--- config.mk ---
export PLATFORM = sky130hd
export DESIGN_NAME = svga_timing_gen
export DESIGN_NICKNAME = d
export VERILOG_FILES = /design/src/rtl/svga_timing_gen.sv
export SDC_FILE = /design/constraint.sdc
export NUM_CORES = 1
export LEC_CHECK = 0
export CAP_MARGIN = 10
export CORE_ASPECT_RATIO = 1.25
export CORE_MARGIN = 1
export CORE_UTILIZATION = 40
export CTS_CLUSTER_SIZE = 40
export DETAILED_ROUTE_END_ITERATION = 10
export DONT_BUFFER_PORTS = 1
export HOLD_SLACK_MARGIN = 0.06
export MAX_ROUTING_LAYER = met4
export PLACE_DENSITY = 0.65
export SLEW_MARGIN = 20
export SYNTH_ARGS = -nofsm -noshare
export SYNTH_HDL_FRONTEND = slang
export SYNTH_SLANG_ARGS = --single-unit
--- constraint.sdc ---
create_clock -name clk -period 2.2 [get_ports clk]
set_input_delay 0.33 -clock clk [delete_from_list [all_inputs] [get_ports clk]]
set_output_delay 0.33 -clock clk [all_outputs]
set_load 0.05 [all_outputs]
--- src/rtl/svga_timing_gen.sv ---
// svga_timing_gen
//   800x600 @ 72 Hz raster timing from a 50 MHz pixel clock.
//   col/row are the undelayed raster position handed to every pixel driver;
//   hsync/vsync/blank are delayed by PIPE_DELAY clocks so they line up with
//   the pixel drivers' output. Also provides frame strobes, a frame counter
//   and a measured frames-per-second value.
//
// Ports
//   clk          in   pixel clock
//   rst          in   synchronous reset, active-high
//   col          out  horizontal count, 0..H_TOTAL-1
//   row          out  vertical count, 0..V_TOTAL-1
//   hsync        out  horizontal sync, active-high, delayed PIPE_DELAY
//   vsync        out  vertical sync, active-high, delayed PIPE_DELAY
//   blank        out  high outside the visible area, delayed PIPE_DELAY
//   frame_start  out  one-cycle strobe at (0,0)
//   vblank_start out  one-cycle strobe at (0,V_VISIBLE)
//   frame_count  out  number of vblank_start strobes, wraps
//   fps          out  vblank_start count in the last completed window
//   fps_valid    out  one-cycle strobe when fps updates
module svga_timing_gen #(
  parameter int H_VISIBLE      = 800,
  parameter int H_FRONT        = 56,
  parameter int H_SYNC         = 120,
  parameter int H_BACK         = 64,
  parameter int V_VISIBLE      = 600,
  parameter int V_FRONT        = 37,
  parameter int V_SYNC         = 6,
  parameter int V_BACK         = 23,
  parameter int PIPE_DELAY     = 2,
  parameter int ONE_SEC_CYCLES = 50000000
) (
  input  logic        clk,
  input  logic        rst,
  output logic [10:0] col,
  output logic [9:0]  row,
  output logic        hsync,
  output logic        vsync,
  output logic        blank,
  output logic        frame_start,
  output logic        vblank_start,
  output logic [15:0] frame_count,
  output logic [7:0]  fps,
  output logic        fps_valid
);

  localparam int H_TOTAL = H_VISIBLE + H_FRONT + H_SYNC + H_BACK;
  localparam int V_TOTAL = V_VISIBLE + V_FRONT + V_SYNC + V_BACK;
  localparam int WIN_W   = (ONE_SEC_CYCLES > 1) ? $clog2(ONE_SEC_CYCLES) : 1;

  localparam logic [10:0] H_LAST   = 11'(H_TOTAL - 1);
  localparam logic [9:0]  V_LAST   = 10'(V_TOTAL - 1);
  localparam logic [10:0] H_VIS    = 11'(H_VISIBLE);
  localparam logic [9:0]  V_VIS    = 10'(V_VISIBLE);
  localparam logic [10:0] HS_FIRST = 11'(H_VISIBLE + H_FRONT);
  localparam logic [10:0] HS_LAST  = 11'(H_VISIBLE + H_FRONT + H_SYNC - 1);
  localparam logic [9:0]  VS_FIRST = 10'(V_VISIBLE + V_FRONT);
  localparam logic [9:0]  VS_LAST  = 10'(V_VISIBLE + V_FRONT + V_SYNC - 1);
  localparam logic [WIN_W-1:0] WIN_LAST = WIN_W'(ONE_SEC_CYCLES - 1);

  // Elaboration-time guard: timing must fit the col/row port widths.
  if (H_TOTAL > 2048 || V_TOTAL > 1024 || PIPE_DELAY < 0 || PIPE_DELAY > 7 ||
      ONE_SEC_CYCLES < 1) begin : g_param_check
    $error("svga_timing_gen: illegal timing parameters");
  end

  // ---------------------------------------------------------------------
  // Raster counters
  // ---------------------------------------------------------------------
  always_ff @(posedge clk) begin
    if (rst) begin
      col <= '0;
      row <= '0;
    end else if (col == H_LAST) begin
      col <= '0;
      row <= (row == V_LAST) ? 10'd0 : row + 10'd1;
    end else begin
      col <= col + 11'd1;
    end
  end

  // ---------------------------------------------------------------------
  // Undelayed sync/blank terms
  // ---------------------------------------------------------------------
  logic hsync_raw;
  logic vsync_raw;
  logic blank_raw;

  always_comb begin
    hsync_raw = (col >= HS_FIRST) && (col <= HS_LAST);
    vsync_raw = (row >= VS_FIRST) && (row <= VS_LAST);
    blank_raw = (col >= H_VIS) || (row >= V_VIS);
  end

  // ---------------------------------------------------------------------
  // Pipeline alignment delay line
  // Reset loads the "blanked, no sync" pattern into every stage so the
  // pins stay blanked until real raster data reaches the end of the line.
  // ---------------------------------------------------------------------
  if (PIPE_DELAY == 0) begin : g_nodelay
    assign hsync = hsync_raw;
    assign vsync = vsync_raw;
    assign blank = blank_raw;
  end else begin : g_delay
    logic [PIPE_DELAY-1:0] hs_sr;
    logic [PIPE_DELAY-1:0] vs_sr;
    logic [PIPE_DELAY-1:0] bl_sr;

    always_ff @(posedge clk) begin
      if (rst) begin
        hs_sr <= '0;
        vs_sr <= '0;
        bl_sr <= '1;
      end else begin
        hs_sr[0] <= hsync_raw;
        vs_sr[0] <= vsync_raw;
        bl_sr[0] <= blank_raw;
        for (int i = 1; i < PIPE_DELAY; i++) begin
          hs_sr[i] <= hs_sr[i-1];
          vs_sr[i] <= vs_sr[i-1];
          bl_sr[i] <= bl_sr[i-1];
        end
      end
    end

    assign hsync = hs_sr[PIPE_DELAY-1];
    assign vsync = vs_sr[PIPE_DELAY-1];
    assign blank = bl_sr[PIPE_DELAY-1];
  end

  // ---------------------------------------------------------------------
  // Frame strobes. Gated by rst so a reset cycle never produces a strobe.
  // ---------------------------------------------------------------------
  assign frame_start  = !rst && (col == 11'd0) && (row == 10'd0);
  assign vblank_start = !rst && (col == 11'd0) && (row == V_VIS);

  // ---------------------------------------------------------------------
  // Frame counter and fps measurement window
  // ---------------------------------------------------------------------
  logic [WIN_W-1:0] win_cnt;
  logic [7:0]       tally;
  logic [7:0]       tally_next;
  logic             win_last;

  always_comb begin
    win_last   = (win_cnt == WIN_LAST);
    tally_next = tally;
    if (vblank_start && (tally != 8'hff)) begin
      tally_next = tally + 8'd1;
    end
  end

  always_ff @(posedge clk) begin
    if (rst) begin
      win_cnt     <= '0;
      tally       <= '0;
      fps         <= '0;
      fps_valid   <= 1'b0;
      frame_count <= '0;
    end else begin
      frame_count <= frame_count + 16'(vblank_start);
      fps_valid   <= win_last;
      if (win_last) begin
        // a vblank_start in the window's final cycle still belongs to it
        win_cnt <= '0;
        fps     <= tally_next;
        tally   <= '0;
      end else begin
        win_cnt <= win_cnt + WIN_W'(1);
        tally   <= tally_next;
      end
    end
  end

endmodule

==> results of run 1 <==
==> routing by layer <==
layer,vias up,share of wire,track usage,routed length [um]
met1,1652,0.41,0.1926,3942
met2,79,0.52,0.3309,4997
li1,1725,-,-,-
met3,21,0.052,0.05906,507
met5,-,0,-,0
met4,0,0.025,0.07795,242
==> worst max path at each step <==
| stage | cells after the start | slack, ps | end |
|---|---|---|---|
| after floorplan | 10 | 6 | frame_count[10] |
| after global placement | 9 | 150 | frame_count[10] |
| after detailed placement | 11 | 40 | frame_count[10] |
| after CTS | 11 | 30 | frame_count[10] |
| after global routing | 11 | -90 | frame_count[10] |
| final | 5 | 50 | frame_start |
==> final cells by class <==
cell class | count | area share
Timing Repair Buffer | 57 | 0.09550
Clock buffer | 11 | 0.05193
Clock inverter | 5 | 0.01551
Inverter | 11 | 0.008122
Sequential cell | 86 | 0.3424
Multi-Input combinational cell | 350 | 0.4548
Tap cell | 129 | 0.03175
==> through the flow <==
stage,total power (uW),util,setup WS [ps]
6_report,3418,0.5030,52.36
3_5_place_dp,1712,0.4550,43.09
3_3_place_gp,1710,0.4550,151.2
4_1_cts,3415,0.4950,28.45
5_1_grt,3533,0.5030,-88.46
2_1_floorplan,1689,-,6.216
==> synth_stat cells, types with 2 or more instances <==
library cell and instances:
dfxtp_1 86, nor4_1 6, nor4_4 3, o211ai_1 2
nor4bb_1 2, and2_1 3, nand4_1 19, xor2_1 23
a211oi_1 5, nor2_2 2, ha_1 10, buf_2 12
xnor2_1 32, a21oi_1 10, nor4b_4 2, nor3_2 2
and4_1 7, and3_1 13, nor4b_1 2, a31o_2 2
nor4_2 3, nor3b_1 3, or3_1 5, o31ai_1 3
nor2b_1 4, o21ai_0 6, nand2_1 24, inv_1 11
buf_6 3, clkbuf_1 5, nor3_1 15, nand2b_1 5
nor2_1 82, or4_1 3, or2_2 3, nand3_1 29
==> what timing repair did <==
action	4_1_cts	5_1_grt
endpoints found under the setup margin	2	8
hold endpoints to repair	24	21
hold buffers	5	3
setup buffers	0	3
gates resized for setup	3	11
pin swaps	0	3
==> power groups by stage <==
| stage | registers, uW | clock network, uW | logic, uW |
|---|---|---|---|
| after detailed placement | 1610 | 0 | 99.4 |
| after CTS | 1580 | 1740 | 101 |
| final | 1580 | 1710 | 129 |
| after floorplan | 1630 | 0 | 58.3 |
| after global routing | 1580 | 1820 | 140 |
| after global placement | 1610 | 0 | 98.5 |
==> registers in the layout, indices dropped and copies added (netlist names) <==
register / flops
tally: 8
fps_valid: 1
g_delay.hs_sr: 2
g_delay.vs_sr: 2
win_cnt: 26
g_delay.bl_sr: 2
frame_count: 16
fps: 8
row: 10
col: 11
==> worst max-delay path, delay by kind of cell, from the launching register on <==
family | cells | cell delay [ps]
buffers and inverters | 2 | 350
DFF | 1 | 340
and+or+nand+nor | 3 | 800
==> cells by family after synthesis <==
logic type | after synthesis
and+or+nand+nor | 247
buffers and inverters | 33
DFF | 86
AOI/OAI and AO/OA | 37
muxes | 1
adders and majority gates | 10
xor gates and xnor gates | 55
==> summary.md, run 1 <==
| Metric | Value |
|---|---|
| Hold path cells | 1 |
| First-pass GRT wire length | 15,470 um |
| Post-Synthesis Net Count | about 480 |
| Final setup fails | 0 |
| Crit-path max cell delay | around 460 ps |
| Static Leakage | ~0.0019 uW |
| Critical Path Source | row[6] |
| Initial Util | 0.4117 |
| Hold Worst Slack | 106.8 ps |
| Root Buffer | clkbuf_16 |
| Rows | between 40 and 50 |
| Largest family of logic cells by synthesized area | simple AND/OR/NAND/NOR gates |
| Max-slew violation count | 0 |
| Run status | finished, final reports clean |
| Vias in the first global route | 3,398 |
| Synth warn | 0 |
| Antenna diodes | 0 |
| Die ar. | about 11,000 um2 |
| Most frequent cells in the layout | nor2_1 (81), dfxtp_1 (73), buf_4 (46), xnor2_1 (32), nand3_1 (29) |
| DR WL/cell | ~15 um |
| Total grt overflow | 0 |
| Final Cycle Share | 0.9762 |
| Placed Instance Area | around 4600 um2 |
| Non-Filler Instances | roughly 650 |
| Sequential fraction of the synthesis area | 0.4138 |
| Most common flop cell mapped by yosys | dfxtp_1 |
| Synth area leader | dfxtp_1 |
| Post-synth ARST share | 0 |
| Synth Area in XOR/XNOR | 0.1158 |
| Clock sink total | 86 |
| CP cell instances | buf_4 > or4_1 > nor2_1 > and3_4 > buf_8 |
| Synth Area in Compound Gates | 0.05985 |
| IO Pins | between 50 and 60 |
| Hold EP | g_delay.bl_sr[1] |
| Fillers | slightly above 900 |
| Hold crit path type | in2reg |
| Reg2reg start | col[0] |
| Port Buffers | 0 |
| P_int | between 2000 and 3000 uW |
| R2r endpoint | frame_count[10] |
| Vias | around 3,500 |
| Vias per cell | 5.357 |
| Sw frac | 0.2070 |
| Max Cap Viol | 0 |
| Residual DRC count | 0 |
| Synth area leaders | dfxtp_1 (41%), nor2_1 (7.4%), xnor2_1 (6.7%) |
| Placed Cells | a little over 600 |
| Crit-path slowest cell | or4_1 |
| Crit path kind | reg2out |
| Slew margin rel. | 0.3769 |
| Routability-driven placement congestion ratio | 0.8065 |
| Core area | slightly above 10,000 um2 |
| Num CTS Buffers | 9 |
| CTS Buffer Depth | 2 |
| Final ANT Viol Nets | 0 |
| Fin Setup TNS | 0 ps |
| First drt pass iteration count | 4 |
| Mux contribution to synthesized area | 0.002406 |
| Min-delay src | rst |
| 1st-iter DRT viols | 132 |
| Clock latency on the worst-skew pair | between 300 and 400 ps |
| Design area | a little over 5000 um2 |
| Final #Nets | approximately 530 |
| RSZ-0062 raised after global routing | yes |
| CP required | between 1500 and 2000 ps |
| Sw power | just over 700 uW |
| Number of enable flip-flop cells after synthesis | 0 |
| Area growth syn-to-layout | 22.20% |
| Die height | 116.0 um |
| Critical path peak fanout | 8 |
| Count of cell types in the netlist | 58 |
| Post-detail-place hpwl | approximately 7000 um |
| Simple-gate share of the synthesized area | 0.3380 |
| Power Density | 672.3 nW/um2 |
| Seq. cell area | between 1500 and 2000 um2 |
| DIE WIDTH | around 93 um |
| Commonest non-fill, non-tap cell in the layout | nor2_1 |
| Post-route minimum period | 2148 ps |
| Mapped Cells | between 400 and 500 |
| Count of state elements after synthesis | between 80 and 90 |
| CP Launch Type | flop |
| Max Clk Rate | about 0.47 GHz |
| Mapped cell area | ~4200 um2 |
| WP data arrival | ~1800 ps |
| Gr usage total | 0.1879 |
| Worst-case clock skew | 5.330 ps |
| Top cell type's share of synthesized area | 0.4138 |
| Area of the multi-input gates | about 2300 um2 |
| Clock share of power | 0.501 |
| Reg2reg path depth | 11 |
| Reg power frac | 0.462 |
| Largest net degree at the start of global routing | 40 |
| CTS clock-pin slew for the worst setup and hold paths | roughly 60 ps |
| CTS tree | yes |
| Post-Route WL | approximately 9700 um |
| Share of total power in combinational logic | 0.038 |
| FF-to-FF setup slack | 70 ps |
| Number of H-tree levels | 3 |
| CP endpoint kind | output pin |
| Max VDD drop | approximately 300 uV |
| Slew @ Worst Pin | around 930 ps |
| Hold Fails Final Rpt | 0 |
| Synthesized-area fraction occupied by adder cells | 0.03008 |
| Share of layout cells above drive strength 1 | 0.2135 |
| Avg Synthesized Cell Area | about 9 um2 |
| Initial antenna violation count | 0 |
Note: power is estimated with default switching activity, not from simulation.
==> run 2: changes to the inputs <==
--- a/config.mk
+++ b/config.mk
@@ -6,6 +6,8 @@
 export NUM_CORES = 1
 export LEC_CHECK = 0
 export CAP_MARGIN = 10
+export CELL_PAD_IN_SITES_DETAIL_PLACEMENT = 1
+export CELL_PAD_IN_SITES_GLOBAL_PLACEMENT = 1
 export CORE_ASPECT_RATIO = 1.25
 export CORE_MARGIN = 1
 export CORE_UTILIZATION = 40
@@ -14,7 +16,7 @@
 export DONT_BUFFER_PORTS = 1
 export HOLD_SLACK_MARGIN = 0.06
 export MAX_ROUTING_LAYER = met4
-export PLACE_DENSITY = 0.65
+export PLACE_DENSITY = 0.79
 export SLEW_MARGIN = 20
 export SYNTH_ARGS = -nofsm -noshare
 export SYNTH_HDL_FRONTEND = slang
==> run 2 against run 1 <==
Critical path depth unchanged. Clock power about the same. Clock-buffer cell count decreased by 2. Die area unchanged. Register-to-register slack improved by 60 ps. Utilization decreased by 0.50 points.
==> summary.md, run 2 (synthesis gave the netlist of run 1 again) <==
| Metric | Value |
|---|---|
| Placed Instance Area | 4593 um2 (was 4598 um2) |
| Hold Fails Final Rpt | 0 (unchanged) |
| Core area | 10,110 um2 (unchanged) |
| Die height | 116.0 um (unchanged) |
| Max Cap Viol | 0 (unchanged) |
| Clock sink total | 86 (unchanged) |
| Commonest non-fill, non-tap cell in the layout | nor2_1 (unchanged) |
| Vias per cell | 5.539 (was 5.357) |
| Final core occ | 0.4981 (was 0.5030) |
| Seq. cell area | 1743 um2 (was 1740 um2) |
| CP endpoint kind | output pin (unchanged) |
| Post-detail-place hpwl | 7844 um (was 6800 um) |
| Area growth syn-to-layout | 20.99% (was 22.20%) |
| Max Clk Rate | 0.4578 GHz (was 0.4656 GHz) |
| CP Launch Type | flop (unchanged) |
| RSZ-0062 raised after global routing | yes (unchanged) |
| Fin Setup TNS | 0 ps (unchanged) |
| Residual DRC count | 0 (unchanged) |
| Number of H-tree levels | 3 (unchanged) |
| Static Leakage | 0.001820 uW (was 0.001853 uW) |
| First drt pass iteration count | 4 (unchanged) |
| First-pass GRT wire length | 18,880 um (was 15,470 um) |
| Final Cycle Share | 0.9929 (was 0.9762) |
| Total grt overflow | 0 (unchanged) |
| Hold crit path type | in2reg (unchanged) |
| Largest net degree at the start of global routing | 29 (was 40) |
| Final ANT Viol Nets | 0 (unchanged) |
| Slew @ Worst Pin | 532.8 ps (was 931.5 ps) |
| CP required | 1870 ps (about the same) |
| Setup repair bufs after CTS | 0 (unchanged) |
| CTS tree | yes (unchanged) |
| Critical path peak fanout | 6 (was 8) |
| Root Buffer | clkbuf_16 (unchanged) |
| Die ar. | 10,810 um2 (unchanged) |
| Port Buffers | 0 (unchanged) |
| Crit-path max cell delay | 530 ps (was 460 ps) |
| Worst-case clock skew | 7.617 ps (was 5.330 ps) |
| Design area | 5034 um2 (was 5084 um2) |
| Number of flip-flops in the largest register | 26 (unchanged) |
| Slew margin rel. | 0.6443 (was 0.3769) |
| Routability-driven placement congestion ratio | 0.8575 (was 0.8065) |
| 1st-iter DRT viols | 105 (was 132) |
| Post-route minimum period | 2184 ps (was 2148 ps) |
| DR WL/cell | 17.87 um (was 14.93 um) |
| Fillers | 1,168 (was 918) |
| Crit path kind | reg2out (unchanged) |
| Top flop regs | win_cnt: 26 flops, frame_count: 16 flops, col: 11 flops (unchanged) |
| Final #Nets | 522 (was 527) |
| WP data arrival | 1850 ps (was 1820 ps) |
| Power Density | 674.5 nW/um2 (was 672.3 nW/um2) |
| CP cell instances | buf_12 > or4_4 > nor2_1 > and3_1 > buf_6 (was buf_4 > or4_1 > nor2_1 > and3_4 > buf_8) |
| Rows | 41 (unchanged) |
| Num CTS Buffers | 9 (unchanged) |
| Crit-path slowest cell | or4_4 (was or4_1) |
| DIE WIDTH | 93.22 um (unchanged) |
| Final setup fails | 0 (unchanged) |
| Most frequent cells in the layout | nor2_1 (81), dfxtp_1 (73), buf_4 (44), xnor2_1 (32), nand3_1 (29) (was nor2_1 (81), dfxtp_1 (73), buf_4 (46), xnor2_1 (32), nand3_1 (29)) |
| CTS clock-pin slew for the worst setup and hold paths | 60 ps (about the same) |
| Max-slew violation count | 0 (unchanged) |
| Initial antenna violation count | 0 (unchanged) |
| Clock latency on the worst-skew pair | 350 ps (was 340 ps) |
| IO Pins | 53 (unchanged) |
| Share of layout cells above drive strength 1 | 0.2155 (was 0.2135) |
| Run status | finished, final reports clean (unchanged) |
| Initial Util | 0.4117 (unchanged) |
| Largest Register | win_cnt (unchanged) |
| Antenna diodes | 0 (unchanged) |
| Area of the multi-input gates | 2317 um2 (was 2312 um2) |
| Vias | 3,567 (was 3,477) |
| CTS Buffer Depth | 2 (unchanged) |
| Max VDD drop | 528.6 uV (was 298.2 uV) |
| Post-Route WL | 11,510 um (was 9690 um) |
| Vias in the first global route | 3,785 (was 3,398) |
| Tot Pwr | 3395 uW (was 3418 uW) |
| Gr usage total | 0.2329 (was 0.1879) |
## run 2: stage by stage
| step | setup WS [ps] | hold slack [ps] | cells |
|---|---|---|---|
| finish | 15.62 | 104.5 | 644 |
| detailed placement | 23.73 | 406.4 | 624 |
| global placement | 138.1 | 405.6 | 624 |
| global route | -27.10 | 96.92 | 644 |
| CTS | 1.343 | 65.11 | 643 |
| floorplan | 6.216 | 389.5 | 469 |
## run 2: timing repair
item	CTS	global route
resized for setup	6	11
hold endpoints to repair	28	1
gates cloned	0	0
hold buffers	3	1
setup endpoints to repair	1	8
pin swaps	1	4
## run 2: critical path: cells and delay by family, from the launching register on
kind                   cells  cell delay, ps
DFF                        1             360
buffers and inverters      2             310
and+or+nand+nor            3             830
## run 2: layout make-up
| type | count | share of cell area |
|---|---|---|
| Clock inverter | 7 | 0.02038 |
| Inverter | 11 | 0.008203 |
| Tap cell | 129 | 0.03207 |
| Clock buffer | 9 | 0.04474 |
| Timing Repair Buffer | 52 | 0.08799 |
| Sequential cell | 86 | 0.3463 |
| Multi-Input combinational cell | 350 | 0.4604 |
## run 2: routing by layer
| layer | vias up | share of wire | track usage |
|---|---|---|---|
| li1 | 1718 | - | - |
| met1 | 1763 | 0.38 | 0.2292 |
| met2 | 62 | 0.55 | 0.4309 |
| met3 | 24 | 0.034 | 0.05184 |
| met4 | 0 | 0.032 | 0.1108 |
| met5 | - | 0 | - |
## run 2: report_power, final
group / total (uW) / switching (uW) / internal, uW / leakage, uW
Combinational: 124 / 79.5 / 44.6 / 0.000962
Sequential: 1580 / 10.7 / 1570 / 0.000701
Clock: 1690 / 686 / 1010 / 0.000157
Total: 3400 / 776 / 2620 / 0.00182
## run 2: final timing paths
| kind | slack, ps | end | cells past startpoint | start |
|---|---|---|---|---|
| worst min-delay path | 100 | g_delay.bl_sr[1] | 1 | rst |
| worst max-delay path | 20 | frame_start | 5 | row[2] |
| worst min register to register | 450 | g_delay.bl_sr[1] | 1 | g_delay.bl_sr[0] |
| worst max register to register | 130 | row[2] | 5 | col[7] |
==> run 3: changes to the inputs <==
--- a/config.mk
+++ b/config.mk
@@ -8,7 +8,6 @@
 export CAP_MARGIN = 10
 export CELL_PAD_IN_SITES_DETAIL_PLACEMENT = 1
 export CELL_PAD_IN_SITES_GLOBAL_PLACEMENT = 1
-export CORE_ASPECT_RATIO = 1.25
 export CORE_MARGIN = 1
 export CORE_UTILIZATION = 40
 export CTS_CLUSTER_SIZE = 40
@@ -17,7 +16,8 @@
 export HOLD_SLACK_MARGIN = 0.06
 export MAX_ROUTING_LAYER = met4
 export PLACE_DENSITY = 0.79
-export SLEW_MARGIN = 20
+export SLEW_MARGIN = 40
 export SYNTH_ARGS = -nofsm -noshare
 export SYNTH_HDL_FRONTEND = slang
 export SYNTH_SLANG_ARGS = --single-unit
+export TNS_END_PERCENT = 20
==> run 3 against run 2 <==
Routed wire length fell by 6.6%. Critical endpoint unchanged. Worst setup slack improved by 15 ps. Critical path depth unchanged. Largest cell class unchanged.
==> summary.md, run 3 (synthesis gave the netlist of run 1 again) <==
| Metric | Value |
|---|---|
| Top cell family by delay on the critical path | simple AND/OR/NAND/NOR gates (unchanged) |
| Hold Fails Final Rpt | 0 (unchanged) |
| Die height | 104.0 um (was 116.0 um) |
| WP data arrival | 1840 ps (was 1850 ps) |
| IO Pins | 53 (unchanged) |
| P_int | 2163 uW (was 2619 uW) |
| DR WL/cell | 16.65 um (was 17.87 um) |
| Most frequent cells in the layout | nor2_1 (80), dfxtp_1 (73), buf_4 (44), xnor2_1 (32), nand3_1 (29) (was nor2_1 (81), dfxtp_1 (73), buf_4 (44), xnor2_1 (32), nand3_1 (29)) |
| Crit-path slowest cell | or4_4 (unchanged) |
| Post-Route WL | 10,750 um (was 11,510 um) |
| Largest net degree at the start of global routing | 33 (was 29) |
| Max-slew violation count | 0 (unchanged) |
| Post-route minimum period | 2169 ps (was 2184 ps) |
| Fillers | 1,171 (was 1,168) |
| Crit-path max cell delay | 540 ps (was 530 ps) |
| Share of layout cells above drive strength 1 | 0.2203 (was 0.2155) |
| Sw power | 663.2 uW (was 775.8 uW) |
| Max Clk Rate | 0.4610 GHz (was 0.4578 GHz) |
| CP required | 1870 ps (about the same) |
| Critical path peak fanout | 6 (unchanged) |
| CP cell instances | buf_12 > or4_4 > nor2_4 > and3_4 > buf_8 (was buf_12 > or4_4 > nor2_1 > and3_1 > buf_6) |
| First-pass GRT wire length | 18,170 um (was 18,880 um) |
| Routability-driven placement congestion ratio | 0.8252 (was 0.8575) |
| Core area | 9910 um2 (was 10,110 um2) |
| Vias per cell | 5.390 (was 5.539) |
| CTS Buffer Depth | 2 (unchanged) |
| Power Density | 574.2 nW/um2 (was 674.5 nW/um2) |
| CP Launch Type | flop (unchanged) |
| Vias in the first global route | 3,774 (was 3,785) |
| CP bufs+invs | 2 (unchanged) |
| RSZ-0062 raised after global routing | yes (unchanged) |
| Worst-case clock skew | 7.473 ps (was 7.617 ps) |
| Rows | 36 (was 41) |
| Post-detail-place hpwl | 7833 um (was 7844 um) |
| Clock share of power | 0.396 (was 0.499) |
| Final core occ | 0.4967 (was 0.4981) |
| Non-Filler Instances | 646 (was 644) |
| CTS tree | yes (unchanged) |
| Root Buffer | clkbuf_8 (was clkbuf_16) |
| 1st-iter DRT viols | 90 (was 105) |
| Slew margin rel. | 0.6225 (was 0.6443) |
| CTS clock-pin slew for the worst setup and hold paths | 80 ps (was 60 ps) |
| Num CTS Buffers | 9 (unchanged) |
| CP endpoint kind | output pin (unchanged) |
| Total grt overflow | 0 (unchanged) |
| Number of flip-flops in the largest register | 26 (unchanged) |
| Vias | 3,482 (was 3,567) |
| Final ANT Viol Nets | 0 (unchanged) |
| Placed Cells | 628 (was 624) |
| First drt pass iteration count | 4 (unchanged) |
| DIE WIDTH | 104.0 um (was 93.22 um) |
| Port Buffers | 0 (unchanged) |
| Final setup fails | 0 (unchanged) |
| Share of total power in combinational logic | 0.046 (was 0.037) |
| Final #Nets | 521 (was 522) |
| Area growth syn-to-layout | 18.32% (was 20.99%) |
| Sw frac | 0.2347 (was 0.2285) |
| Largest Register | win_cnt (unchanged) |
| Antenna diodes | 0 (unchanged) |
| Initial Util | 0.4198 (was 0.4117) |
| Crit path kind | reg2out (unchanged) |
| Gr usage total | 0.2127 (was 0.2329) |
| Clock sink total | 86 (unchanged) |
| Hold crit path type | in2reg (unchanged) |
| Slew @ Worst Pin | 565.5 ps (was 532.8 ps) |
| Run status | finished, final reports clean (unchanged) |
| Clock latency on the worst-skew pair | 370 ps (was 350 ps) |
| Top flop regs | win_cnt: 26 flops, frame_count: 16 flops, col: 11 flops (unchanged) |
| Max Cap Viol | 0 (unchanged) |
| Commonest non-fill, non-tap cell in the layout | nor2_1 (unchanged) |
| Die ar. | 10,810 um2 (about the same) |
| Static Leakage | 0.001767 uW (was 0.001820 uW) |
| Fin Setup TNS | 0 ps (unchanged) |
| Residual DRC count | 0 (unchanged) |
| Reg power frac | 0.558 (was 0.464) |
| Initial antenna violation count | 0 (unchanged) |
| Final Cycle Share | 0.9860 (was 0.9929) |
| Number of H-tree levels | 3 (unchanged) |
| Max VDD drop | 305.8 uV (was 528.6 uV) |
| Hold Worst Slack | 128.7 ps (was 104.5 ps) |
-- run 3: cell count changes in the layout (fill, tap and decap cells not counted), moves of 2 or more --
cell           delta
buf_8             +2
buf_6             -2
clkinv_2          +2
dlygate4sd3_1     -2
clkbuf_16         -9
clkbuf_8         +10
inv_6             -3
-- run 3: per-stage QoR --
step / power, uW / setup WS, ps / cell area (um2)
global placement: 1715 / 125.2 / 4611
CTS: 2851 / -9.544 / 4868
finish: 2826 / 30.74 / 4922
global route: 2942 / -31.28 / 4922
floorplan: 1689 / 6.216 / 4184
detailed placement: 1719 / -5.601 / 4611
-- run 3: final timing paths --
kind / start / to / slack [ps] / cells after the start
hold / removal: rst / g_delay.hs_sr[0] / 130 / 2
setup / recovery: row[2] / frame_start / 30 / 5
setup reg to reg: col[1] / frame_count[10] / 100 / 11
hold reg to reg: g_delay.bl_sr[0] / g_delay.bl_sr[1] / 440 / 1
-- run 3: final cells by class --
cell class	count	area (um2)	area share
Clock buffer	11	141.4	0.02872
Multi-Input combinational cell	350	2332	0.4738
Inverter	11	41.29	0.008388
Clock inverter	4	47.55	0.009659
Timing Repair Buffer	51	450.4	0.09151
Tap cell	133	166.4	0.03381
Sequential cell	86	1743	0.3541
-- run 3: power groups by stage --
stage	combinational (uW)	clock (uW)	sequential (uW)
after floorplan	58.3	0	1630
after global placement	103	0	1610
after detailed placement	105	0	1610
after CTS	123	1150	1580
after global routing	141	1220	1580
final	131	1120	1580
-- run 3: repair_timing --
item | in CTS | in global routing
endpoints found under the hold margin | 32 | 0
hold buffers | 2 | 0
buffers inserted | 0 | 1
resized for setup | 9 | 14
endpoints found under the setup margin | 4 | 7
pin swaps | 2 | 3
-- run 3: metal layers --
layer	track usage	share of wire	wire, um	vias up
li1	-	-	-	1708
met1	0.2308	0.43	4586	1710
met2	0.3762	0.52	5567	46
met3	0.05263	0.039	422	18
met4	0.07551	0.016	176	0
met5	-	0	0	-
